### src/rtl/conv_stream_ctrl.sv
// Stream sequencer for the 5x5 convolver: pixel handshake, weight-load pulse,
// full-window tracking and a 2-entry tagged result buffer.
// Optional build macro CONV_STREAM_CTRL_RELU_EN clamps stored results at zero.
module conv_stream_ctrl #(
  parameter int DATA_WIDTH  = 16,
  parameter int KERNEL_SIZE = 5,
  parameter int IMAGE_SIZE  = 28,
  parameter int CNT_W       = $clog2(IMAGE_SIZE)
) (
  input  logic                         clk,
  input  logic                         reset,
  input  logic                         start,
  input  logic                         reload_w,
  input  logic                         in_valid,
  input  logic signed [DATA_WIDTH-1:0] in_data,
  output logic                         in_ready,
  output logic signed [DATA_WIDTH-1:0] dp_pixel,
  output logic                         dp_shift,
  output logic                         dp_write,
  input  logic signed [DATA_WIDTH-1:0] dp_result,
  output logic                         out_valid,
  input  logic                         out_ready,
  output logic signed [DATA_WIDTH-1:0] out_data,
  output logic [CNT_W-1:0]             out_row,
  output logic [CNT_W-1:0]             out_col,
  output logic                         busy,
  output logic                         done
);

  typedef enum logic [2:0] {S_IDLE, S_LOAD, S_STREAM, S_DRAIN, S_DONE} state_t;

  localparam logic [CNT_W-1:0] LAST_POS  = CNT_W'(IMAGE_SIZE - 1);
  localparam logic [CNT_W-1:0] WIN_START = CNT_W'(KERNEL_SIZE - 1);

  state_t                      state_q, state_d;
  logic [CNT_W-1:0]            row_q, row_d, col_q, col_d;
  logic                        pend_q, pend_d;
  logic [CNT_W-1:0]            tag_row_q, tag_row_d, tag_col_q, tag_col_d;
  logic [1:0]                  count_q, count_d;
  logic                        wr_ptr_q, rd_ptr_q;
  logic signed [DATA_WIDTH-1:0] mem_data_q [0:1];
  logic [CNT_W-1:0]            mem_row_q [0:1];
  logic [CNT_W-1:0]            mem_col_q [0:1];

  logic       push, pop, accept, win_acc, last_acc;
  logic [2:0] occ;

  function automatic logic signed [DATA_WIDTH-1:0] store_val(
    input logic signed [DATA_WIDTH-1:0] v);
`ifdef CONV_STREAM_CTRL_RELU_EN
    return v[DATA_WIDTH-1] ? '0 : v;
`else
    return v;
`endif
  endfunction

  // Occupancy the buffer will have once the in-flight window lands; at most
  // one slot may be claimed, so a new window result always finds room.
  assign pop      = (count_q != 2'd0) && out_ready;
  assign push     = pend_q;
  assign occ      = {1'b0, count_q} + {2'b00, pend_q} - {2'b00, pop};
  assign in_ready = (state_q == S_STREAM) && (occ <= 3'd1);
  assign accept   = in_valid && in_ready;
  assign win_acc  = accept && (row_q >= WIN_START) && (col_q >= WIN_START);
  assign last_acc = accept && (row_q == LAST_POS) && (col_q == LAST_POS);

  assign dp_shift  = accept;
  assign dp_pixel  = in_data;
  assign dp_write  = (state_q == S_LOAD);
  assign busy      = (state_q != S_IDLE);
  assign done      = (state_q == S_DONE);
  assign out_valid = (count_q != 2'd0);
  assign out_data  = mem_data_q[rd_ptr_q];
  assign out_row   = mem_row_q[rd_ptr_q];
  assign out_col   = mem_col_q[rd_ptr_q];

  always_comb begin
    state_d   = state_q;
    row_d     = row_q;
    col_d     = col_q;
    pend_d    = pend_q;
    tag_row_d = tag_row_q;
    tag_col_d = tag_col_q;
    count_d   = count_q + {1'b0, push} - {1'b0, pop};
    case (state_q)
      S_IDLE:   if (start) state_d = reload_w ? S_LOAD : S_STREAM;
      S_LOAD:   state_d = S_STREAM;
      S_STREAM: if (last_acc) state_d = S_DRAIN;
      S_DRAIN:  if (!pend_q && (count_q == 2'd0)) state_d = S_DONE;
      S_DONE:   state_d = S_IDLE;
      default:  state_d = S_IDLE;
    endcase
    if (state_q == S_IDLE) begin
      row_d = '0;
      col_d = '0;
    end else if (accept) begin
      if (col_q == LAST_POS) begin
        col_d = '0;
        row_d = row_q + 1'b1;
      end else begin
        col_d = col_q + 1'b1;
      end
    end
    if (win_acc) begin
      pend_d    = 1'b1;
      tag_row_d = row_q - WIN_START;
      tag_col_d = col_q - WIN_START;
    end else if (pend_q) begin
      pend_d = 1'b0;
    end
  end

  always_ff @(posedge clk) begin
    if (!reset) begin
      state_q   <= S_IDLE;
      row_q     <= '0;
      col_q     <= '0;
      pend_q    <= 1'b0;
      tag_row_q <= '0;
      tag_col_q <= '0;
      count_q   <= '0;
      wr_ptr_q  <= 1'b0;
      rd_ptr_q  <= 1'b0;
      for (int i = 0; i < 2; i++) begin
        mem_data_q[i] <= '0;
        mem_row_q[i]  <= '0;
        mem_col_q[i]  <= '0;
      end
    end else begin
      state_q   <= state_d;
      row_q     <= row_d;
      col_q     <= col_d;
      pend_q    <= pend_d;
      tag_row_q <= tag_row_d;
      tag_col_q <= tag_col_d;
      count_q   <= count_d;
      // dp_result belongs to the window accepted on the previous edge
      if (push) begin
        mem_data_q[wr_ptr_q] <= store_val(dp_result);
        mem_row_q[wr_ptr_q]  <= tag_row_q;
        mem_col_q[wr_ptr_q]  <= tag_col_q;
        wr_ptr_q             <= ~wr_ptr_q;
      end
      if (pop) rd_ptr_q <= ~rd_ptr_q;
    end
  end

endmodule

### config.mk
export PLATFORM = sky130hd
export DESIGN_NAME = conv_stream_ctrl
export DESIGN_NICKNAME = d
export VERILOG_FILES = /design/src/rtl/conv_stream_ctrl.sv
export SDC_FILE = /design/constraint.sdc
export NUM_CORES = 1
export LEC_CHECK = 0
export BUFFER_PORTS_ARGS = -buffer_cell sky130_fd_sc_hd__buf_2
export CAP_MARGIN = 40
export CORE_ASPECT_RATIO = 1.4
export CORE_MARGIN = 5
export CORE_UTILIZATION = 49
export DETAILED_ROUTE_END_ITERATION = 8
export PLACE_DENSITY = 0.77
export SETUP_SLACK_MARGIN = 0.05
export SYNTH_ARGS = -nofsm -noshare
export SYNTH_HDL_FRONTEND = slang
export SYNTH_SLANG_ARGS = --single-unit
### constraint.sdc
create_clock -name clk -period 3.4 [get_ports clk]
set_input_delay 0.51 -clock clk [delete_from_list [all_inputs] [get_ports clk]]
set_output_delay 0.51 -clock clk [all_outputs]
set_load 0.01 [all_outputs]
Yosys cells after proc, flatten, opt, wreduce, memory -nomap -nowiden
Memory sizes are Yosys's and may differ from the RTL's. A register that Yosys moved wholly into a read port is not among the register bits. Cells that the tools add are included.

Register bits after elaboration: 28. Bits in writable memories: 52. Output and inout bits: 48. Logic and storage cells: 80. Memories kept: 3.

Memories: mem_data_q (depth 2, width 16, read ports 1, clocked after memory_dff 1, wr ports 2, RTL line 41) `logic signed [DATA_WIDTH-1:0] mem_data_q [0:1];`; mem_col_q (depth 2, width 5, read ports 1, clocked after memory_dff 1, wr ports 2, RTL line 43) `logic [CNT_W-1:0] mem_col_q [0:1];`; mem_row_q (depth 2, width 5, read ports 1, clocked after memory_dff 1, wr ports 2, RTL line 42) `logic [CNT_W-1:0] mem_row_q [0:1];`.

Add/subtract/negate cells: 8. Order comparisons: 3. Equal/unequal tests: 9. Mux-type cells: 26. Bitwise gates (word level): 3. Reductions and logical operators: 19.

Operator list (number): 1-bit two-way mux (17); 16-bit two-way mux (1); 16-bit OR reduction (1); 5-bit two-way mux (3); 3-bit one-hot mux with 4 select lines (1); 5-bit by 1-bit adder with 5-bit output, second input constant (2); 5-bit equality test, second input constant (2); 5-bit by 3-bit >= comparator with 1-bit output, second input constant (2); 5-bit OR reduction (2); 5-bit by 3-bit subtractor with 5-bit output, second input constant (2); 3-bit two-way mux (3); 1-bit logical AND (8); 3-bit by 2-bit equality test with 1-bit output, second input constant (2); 2-bit inequality test, second input constant (3); 2-bit by 1-bit adder with 3-bit output (1); 3-bit by 1-bit equality test with 1-bit output, second input constant (1); 3-bit equality test, second input constant (1); 3-bit by 1-bit <= comparator with 1-bit output, second input constant (1); 3-bit logical NOT (1); 1-bit NOT (3); 3-bit AND reduction (1); 3-bit nonzero test (1); 3-bit by 1-bit subtractor with 3-bit output (1); 2-bit by 1-bit adder with 2-bit output (1); other kinds (7) (7).

Longest topological paths before layout
Gate-level depths: netlist (run 1).

Word-level depth: 10. Gate-level depth with buffers: 11.

Least setup slack after synthesis (run 1)
OpenSTA, ideal clock, no wires.

Path kind: register to register. Start: register count_q[1]. End: register tag_col_q[0]. Setup time: 0.072 ns. Arrival: 3.180 ns. Data required time: 3.328 ns. Setup slack: 0.149 ns. Cell stages (with the launch flop): 12. Buffers on the path: 1. Period minus slack after synthesis: 3.251 ns. Cell sequence: dfxtp_1 > or2_2 > and2_1 > ha_1 > inv_1 > ha_1 > fa_1 > or4b_4 > nor4_4 > and2_1 > buf_6 > mux2i_1.

Cells in the longest elaborated chain, start to end: 8. Elaborated cells between the ends (all ways): 9. Classes of those cells: add/sub: 2; order compare: 1; reduce/logical: 6.

Ends and longest elaborated chain: start: declaration (RTL line 39) `logic [1:0] count_q, count_d;`; start signal: assignment (RTL line 136) `count_q <= count_d;`; 2-bit nonzero test; named net out_valid (RTL line 21) `output logic out_valid,`; 1-bit logical AND (RTL line 59) `assign pop = (count_q != 2'd0) && out_ready;`; named net pop (RTL line 45) `logic push, pop, accept, win_acc, last_acc;`; 3-bit by 1-bit subtractor with 3-bit output (RTL line 61) `assign occ = {1'b0, count_q} + {2'b00, pend_q} - {2'b00, pop};`; 3-bit by 1-bit <= comparator with 1-bit output (RTL line 62) `assign in_ready = (state_q == S_STREAM) && (occ <= 3'd1);`; 1-bit logical AND (RTL line 62); 1-bit logical AND (RTL line 63) `assign accept = in_valid && in_ready;`; 1-bit logical AND (2 in series) (RTL line 64) `assign win_acc = accept && (row_q >= WIN_START) && (col_q >= WIN_START);`; end signal: assignment (RTL line 135) `tag_col_q <= tag_col_d;`; end: declaration (RTL line 38) `logic [CNT_W-1:0] tag_row_q, tag_row_d, tag_col_q, tag_col_d;`.

The timed path passes the listed nets, and every way through them passes these cells. A chain may end at the register's enable or synchronous reset.

Worst setup path after layout (run 1)
Start: register count_q[0]. End: output in_ready.

Cells in the longest elaborated chain, start to end: 5. Elaborated cells between the ends (all ways): 6. Classes of those cells: add/sub: 2; order compare: 1; reduce/logical: 3.

Ends and longest elaborated chain: 2-bit nonzero test (RTL line 59); 1-bit logical AND (RTL line 59); named net pop (RTL line 45); 3-bit by 1-bit subtractor with 3-bit output (RTL line 61); 3-bit by 1-bit <= comparator with 1-bit output (RTL line 62); 1-bit logical AND (RTL line 62); end: declaration (RTL line 16) `output logic in_ready,`.

The timed path passes the listed nets, and every way through them passes these cells.

==> results.cfg, run 1 <==
[logic_synthesis]
yosysSeqAreaShare = 0.551
yosys_register_bits = 81
synth_edf_count = 52
syn-num-nets = 377
async_flop_share = 0
synth_ff_type = edfxtp_1
syn_area_per_cell_um2 = 12.0
yosys.cell_types.count = 41
yosys.area.top_type_share = 0.401
yosysWarnings = 0
synth_area_mm2 = 0.00389
ys_top_cells_by_area = edfxtp_1 40%, dfxtp_1 15%, and2_1 9.5%
syn_inst = 324
synth_largest_area_cell = edfxtp_1

[global_route]
use_met2 = 0.266
grt_max_degree = 28
track_usage = 0.150
gr-usage-met1 = 0.166
grt_pass1_vias = 2532
grt_overflow = 0
met3_usage = 0.0533
grt_busiest_layer = met2
grt_pass1_wl_mm = 11.7
antenna_found_initial = 0

[placed_design]
io_buffers = 53
place_congestion = 0.802
dp_hpwl_mm = 4.62

[power_and_ir_drop]
clkPwrFrac = 0.315
irDropWorstVdd_mv = 0.218
p_int_w = 0.00160
switchingPower_w = 0.000526
combPwrFrac = 0.166
seqPwrFrac = 0.519
leakagePower_nw = 1.77
pwr_density_cell_mw_per_mm2 = 476
switching_share = 0.248

[setup_path]
worst_setup_path_start_kind = flip-flop
reg2reg_to = tag_row_q[1]$_SDFFE_PN0P_
r2r_cells = 12
arrival_ns = 2.71
reg2reg_from = count_q[0]$_SDFF_PN0_
worst_setup_path_end_kind = primary output
critPathKind = flip-flop to primary output
rrSetupSlack_ns = 0.21
cp_data_required_time_ns = 2.89
crit_fanout = 3

[timing]
fin_skew_ns = 0.0107
rsz0062_at_grt = no
fmax_mhz = 310
fin_crit_ns = 3.22
hold_viol_final = 0
drv_slew = 0
setup_viol = 0
finalCritPeriodShare = 0.947
hold_ws_ns = 0.447
worstMarginPinSlew_ns = 0.497
setup-tns-final_ns = 0
relSlewSlack = 0.666

[route]
dr.pass1.iters = 4
routedWlPerCell_um = 14.3
drc_errors = 0
drt-total-wl_mm = 6.87
ant_nets = 0
drt_iter0_markers = 175
viasPerCell = 5.12
vias = 2464

[floorplanning]
rows = 38
start_util = 0.502
fp.dieArea_mm2 = 0.00985
ios = 86
fp.coreArea_mm2 = 0.00775
die_y_um = 115
die_x_um = 85.3

[clocking]
clk_latency_ns = 0.34
cts_root_buffer = clkbuf_8
clockBufferDepth = 2
cts_buffers = 9
clkTransAtPathRegs_ns = 0.09
postCtsHoldBufs = 0
cts.htree.levels = 3
cts.sinks = 81
cts_tree = done

[final_layout]
insertedDiodeCount = 0
post_route_cells_drive_above_1_share = 0.325
final_nets = 429
area_delta_synth_final_pct = 14.6

[min_path]
holdPathStages = 2
hold_class = input port to flip-flop
hold_path_startpoint = dp_result[0]
hold_end = mem_data_q[0][0]$_SDFFCE_PN0P_

[run_status]
outcome = completed

[flow_run]
cap_violations = 0
## final cells by class
class                           count  area [um^2]
Fill cell                         643         3290
Sequential cell                    81         2140
Multi-Input combinational cell    200         1560
Timing Repair Buffer               69          388
Clock buffer                       11          131
Tap cell                          100          125
Clock inverter                      5         56.3
Inverter                           15         56.3
## how the worst max path moves through the flow
stage | cells after the start | startpoint | to
6_report | 9 | count_q[0]$_SDFF_PN0_ | in_ready
3_3_place_gp | 11 | count_q[1]$_SDFF_PN0_ | tag_row_q[0]$_SDFFE_PN0P_
4_1_cts | 9 | count_q[1]$_SDFF_PN0_ | in_ready
2_1_floorplan | 11 | count_q[1]$_SDFF_PN0_ | tag_col_q[0]$_SDFFE_PN0P_
5_1_grt | 10 | count_q[0]$_SDFF_PN0_ | dp_shift
3_5_place_dp | 11 | count_q[1]$_SDFF_PN0_ | tag_row_q[1]$_SDFFE_PN0P_
## logic make-up (layout without fill, tap and decap cells)
kind of cell    after synthesis  count (layout)  synth area share
simple gates                120             120             0.184
flops                        81              81             0.551
buf+inv                      43             100            0.0627
mux                          31              31            0.0881
compound gates               25              25            0.0441
fa+ha+maj                    15              15            0.0502
xor+xnor                      9               9            0.0203
## worst max-delay path, cell delays in order, from the launching register on
cell,delay [ns]
dfxtp_2,0.32
or2_4,0.24
and2_4,0.15
ha_4,0.26
inv_2,0.04
ha_4,0.15
fa_2,0.47
or4b_4,0.51
nor2_2,0.09
buf_2,0.13
## cells in the mapped netlist, types with 2 or more instances
master     n
dfxtp_1   29
nand2b_1   3
buf_6      3
xor2_1     2
o211a_1    6
mux2_2    26
edfxtp_1  52
inv_1     15
nor2b_1    2
o21ai_0    5
nor2_1     8
nand3_1   13
and3_1     2
ha_1      14
nor4_1     3
a21oi_1    9
nand2_1   17
mux2i_1    5
and2_1    59
buf_4     16
clkbuf_1   8
xnor2_1    7
a31oi_1    2
## registers in the layout, indices dropped and copies added (netlist names), 2 cells and up, named ones only
name	flops
mem_data_q	32
mem_col_q	10
mem_row_q	10
col_q	5
row_q	5
tag_col_q	5
tag_row_q	5
state_q	3
count_q	2
## routing by layer
metal	up-vias	wire [um]
met5	-	0
met4	0	96
met3	11	355
met2	56	3660
met1	1184	2760
li1	1213	-
## power by group through the flow
stage	combinational, W	clock, W	sequential, W
2_1_floorplan	0.000222	0	0.00112
3_3_place_gp	0.000293	0	0.00112
3_5_place_dp	0.000297	0	0.00112
4_1_cts	0.000331	0.000688	0.00110
5_1_grt	0.000384	0.000737	0.00111
6_report	0.000353	0.000669	0.00110
## through the flow
step,setup slack (ns),area [um^2],power (W),std cells,utilization
after floorplan,0.149,3890,0.00134,324,-
after global placement,0.233,4150,0.00141,456,0.535
after detailed placement,0.106,4150,0.00142,457,0.536
after CTS,0.0680,4410,0.00212,477,0.569
after global routing,0.0539,4460,0.00223,481,0.575
final,0.179,4460,0.00212,481,0.575
## what timing repair did
item / CTS / global route
endpoints found under the setup margin: 2 / 5
pin swaps: 5 / 6
setup buffers: 4 / 4
resized for setup: 9 / 5
hold endpoints to repair: 0 / 0
## cell usage in the layout, fill, tap and decap left out, drive strengths merged, types with 2 or more instances in the layout
cell / instances
buf: 69
and2: 59
edfxtp: 52
dfxtp: 29
mux2: 26
nand2: 17
inv: 16
ha: 14
nand3: 13
clkbuf: 11
a21oi: 9
nor2: 8
xnor2: 7
o211a: 6
mux2i: 5
o21ai: 5
nor4: 4
nand2b: 3
and3: 3
clkinv: 3
xor2: 2
nor2b: 2
a31oi: 2
or3: 2
No activity file was read; power rests on OpenSTA's default activity.
==> inputs of run 2 (changes only) <==
CELL_PAD_IN_SITES_DETAIL_PLACEMENT = 0   (was unset)
CELL_PAD_IN_SITES_GLOBAL_PLACEMENT = 2   (was unset)
CORE_UTILIZATION = 32   (was 49)
==> run 2 against run 1 <==
Routed wire length rose by 7.0%. Maximum frequency down 0.19%. Critical path depth is the same. Largest cell class unchanged. Worst hold slack improved by 0.018 ns. Worst setup slack worse by 0.0061 ns. Clock skew is 0.0070 ns lower. Cell area rose by 2.9%. Clock power up 30%. Global-route usage fell by 4.3 points. Register-to-register slack improved by 0.15 ns. Largest power group unchanged.
==> results.cfg, run 2 (synthesis gave the netlist of run 1 again) <==
[run_status]
outcome = completed

[setup_path]
cp_cell_sequence = or2_4 > and2_4 > ha_4 > inv_1 > ha_2 > fa_2 > or4b_4 > nor2_2 > buf_2
worst_setup_path_start_kind = flip-flop
critPathTopFamily = simple AND/OR/NAND/NOR gates
arrival_ns = 2.72
cp_data_required_time_ns = 2.89
crit_fanout = 4
path_buf_inv = 2
rrSetupSlack_ns = 0.36
critPathKind = flip-flop to primary output
slowest_stage = or4b_4
cpPeakStageDelay_ns = 0.51
worst_setup_path_end_kind = primary output

[floorplanning]
fp.dieArea_mm2 = 0.0145
rows = 47
start_util = 0.327
die_x_um = 103
ios = 86
die_y_um = 140
fp.coreArea_mm2 = 0.0119

[clocking]
clkTransAtPathRegs_ns = 0.06
cts.htree.levels = 3
cts_root_buffer = clkbuf_16
clk_latency_ns = 0.33
cts_buffers = 9
cts_tree = done
clockBufferDepth = 2
cts.sinks = 81

[power_and_ir_drop]
leakagePower_nw = 1.79
irDropWorstVdd_mv = 0.205
p_int_w = 0.00173
seqPwrFrac = 0.479
combPwrFrac = 0.143
clkPwrFrac = 0.378
switchingPower_w = 0.000565
pwr_density_cell_mw_per_mm2 = 501
switching_share = 0.246

[final_layout]
regMostFlops = mem_data_q
multi_input_area_mm2 = 0.00156
final_common_cell = and2_1
post_route_cells_drive_above_1_share = 0.328
register_area_mm2 = 0.00214
largest_register_ffs = 32
insertedDiodeCount = 0
nFillCells = 1208
area_delta_synth_final_pct = 17.9
final_nets = 426
reg_top3 = mem_data_q: 32 flops, mem_col_q: 10 flops, mem_row_q: 10 flops
final_util = 0.386
final_cell_mix = 57 x and2_1, 53 x buf_2, 52 x edfxtp_1

[min_path]
hold_class = flip-flop to flip-flop

[timing]
setup-tns-final_ns = 0
finalCritPeriodShare = 0.949
fin_crit_ns = 3.23
setup_viol = 0
drv_slew = 0
worstMarginPinSlew_ns = 0.574
relSlewSlack = 0.614
fin_skew_ns = 0.00372
worst_slack_ns = 0.173
rsz0062_at_grt = yes
hold_viol_final = 0
hold_ws_ns = 0.465
fmax_mhz = 310

[global_route]
antenna_found_initial = 0
grt_overflow = 0
grt_pass1_vias = 2557
track_usage = 0.107
grt_max_degree = 28
grt_pass1_wl_mm = 12.1

[route]
ant_nets = 0
viasPerCell = 4.67
drt_iter0_markers = 81
vias = 2454
drc_errors = 0
routedWlPerCell_um = 14.0
dr.pass1.iters = 4
drt-total-wl_mm = 7.35

[placed_design]
place_ws_ns = 0.150
io_buffers = 53
place_congestion = 0.756
dp_hpwl_mm = 5.08

[flow_run]
cap_violations = 0
-- run 2: path summary, 6_finish.rpt --
| kind | start | endpoint | depth (start not counted) |
|---|---|---|---|
| worst max-delay path | count_q[1]$_SDFF_PN0_ | in_ready | 9 |
| worst min-delay path | tag_row_q[0]$_SDFFE_PN0P_ | tag_row_q[0]$_SDFFE_PN0P_ | 2 |
| worst max register to register | count_q[1]$_SDFF_PN0_ | tag_col_q[0]$_SDFFE_PN0P_ | 12 |
| worst min register to register | tag_row_q[0]$_SDFFE_PN0P_ | tag_row_q[0]$_SDFFE_PN0P_ | 2 |
-- run 2: final cells by class --
cell class	instances	area share
inverter	15	0.0123
multi-input combinational	200	0.340
clock buffer	9	0.0491
sequential	81	0.468
timing repair buffer	66	0.0810
clock inverter	7	0.0101
tap	147	0.0401
-- run 2: tightest hold or removal path, cell delays in order, from the launching register on --
cell and delay (ns):
dfxtp_1 0.31, nand2_1 0.05, mux2i_1 0.05
-- run 2: per-layer routing --
layer	up-vias	track usage	share of wire
met5	-	0	0
met4	0	0.0457	0.018
met3	11	0.0294	0.050
met2	49	0.196	0.54
met1	1184	0.112	0.39
li1	1210	-	-
-- run 2: repair_timing --
item / in CTS / in global routing
pin swaps: 4 / 6
setup endpoints to repair: 2 / 11
cloned: 0 / 0
hold buffers: 0 / 0
gates resized for setup: 8 / 5
setup buffers: 2 / 3
-- run 2: power groups by stage --
stage | sequential, W | combinational, W | clock, W
after global placement | 0.00112 | 0.000302 | 0
after floorplan | 0.00112 | 0.000222 | 0
after CTS | 0.00110 | 0.000323 | 0.000902
after detailed placement | 0.00112 | 0.000302 | 0
after global routing | 0.00111 | 0.000368 | 0.000941
final | 0.00110 | 0.000328 | 0.000868
-- run 2: per-stage QoR --
stage / std cells / power, W / instance area, um^2
2_1_floorplan: 324 / 0.00134 / 3890
3_3_place_gp: 503 / 0.00142 / 4220
5_1_grt: 525 / 0.00242 / 4590
4_1_cts: 522 / 0.00233 / 4540
3_5_place_dp: 504 / 0.00143 / 4220
6_report: 525 / 0.00230 / 4590
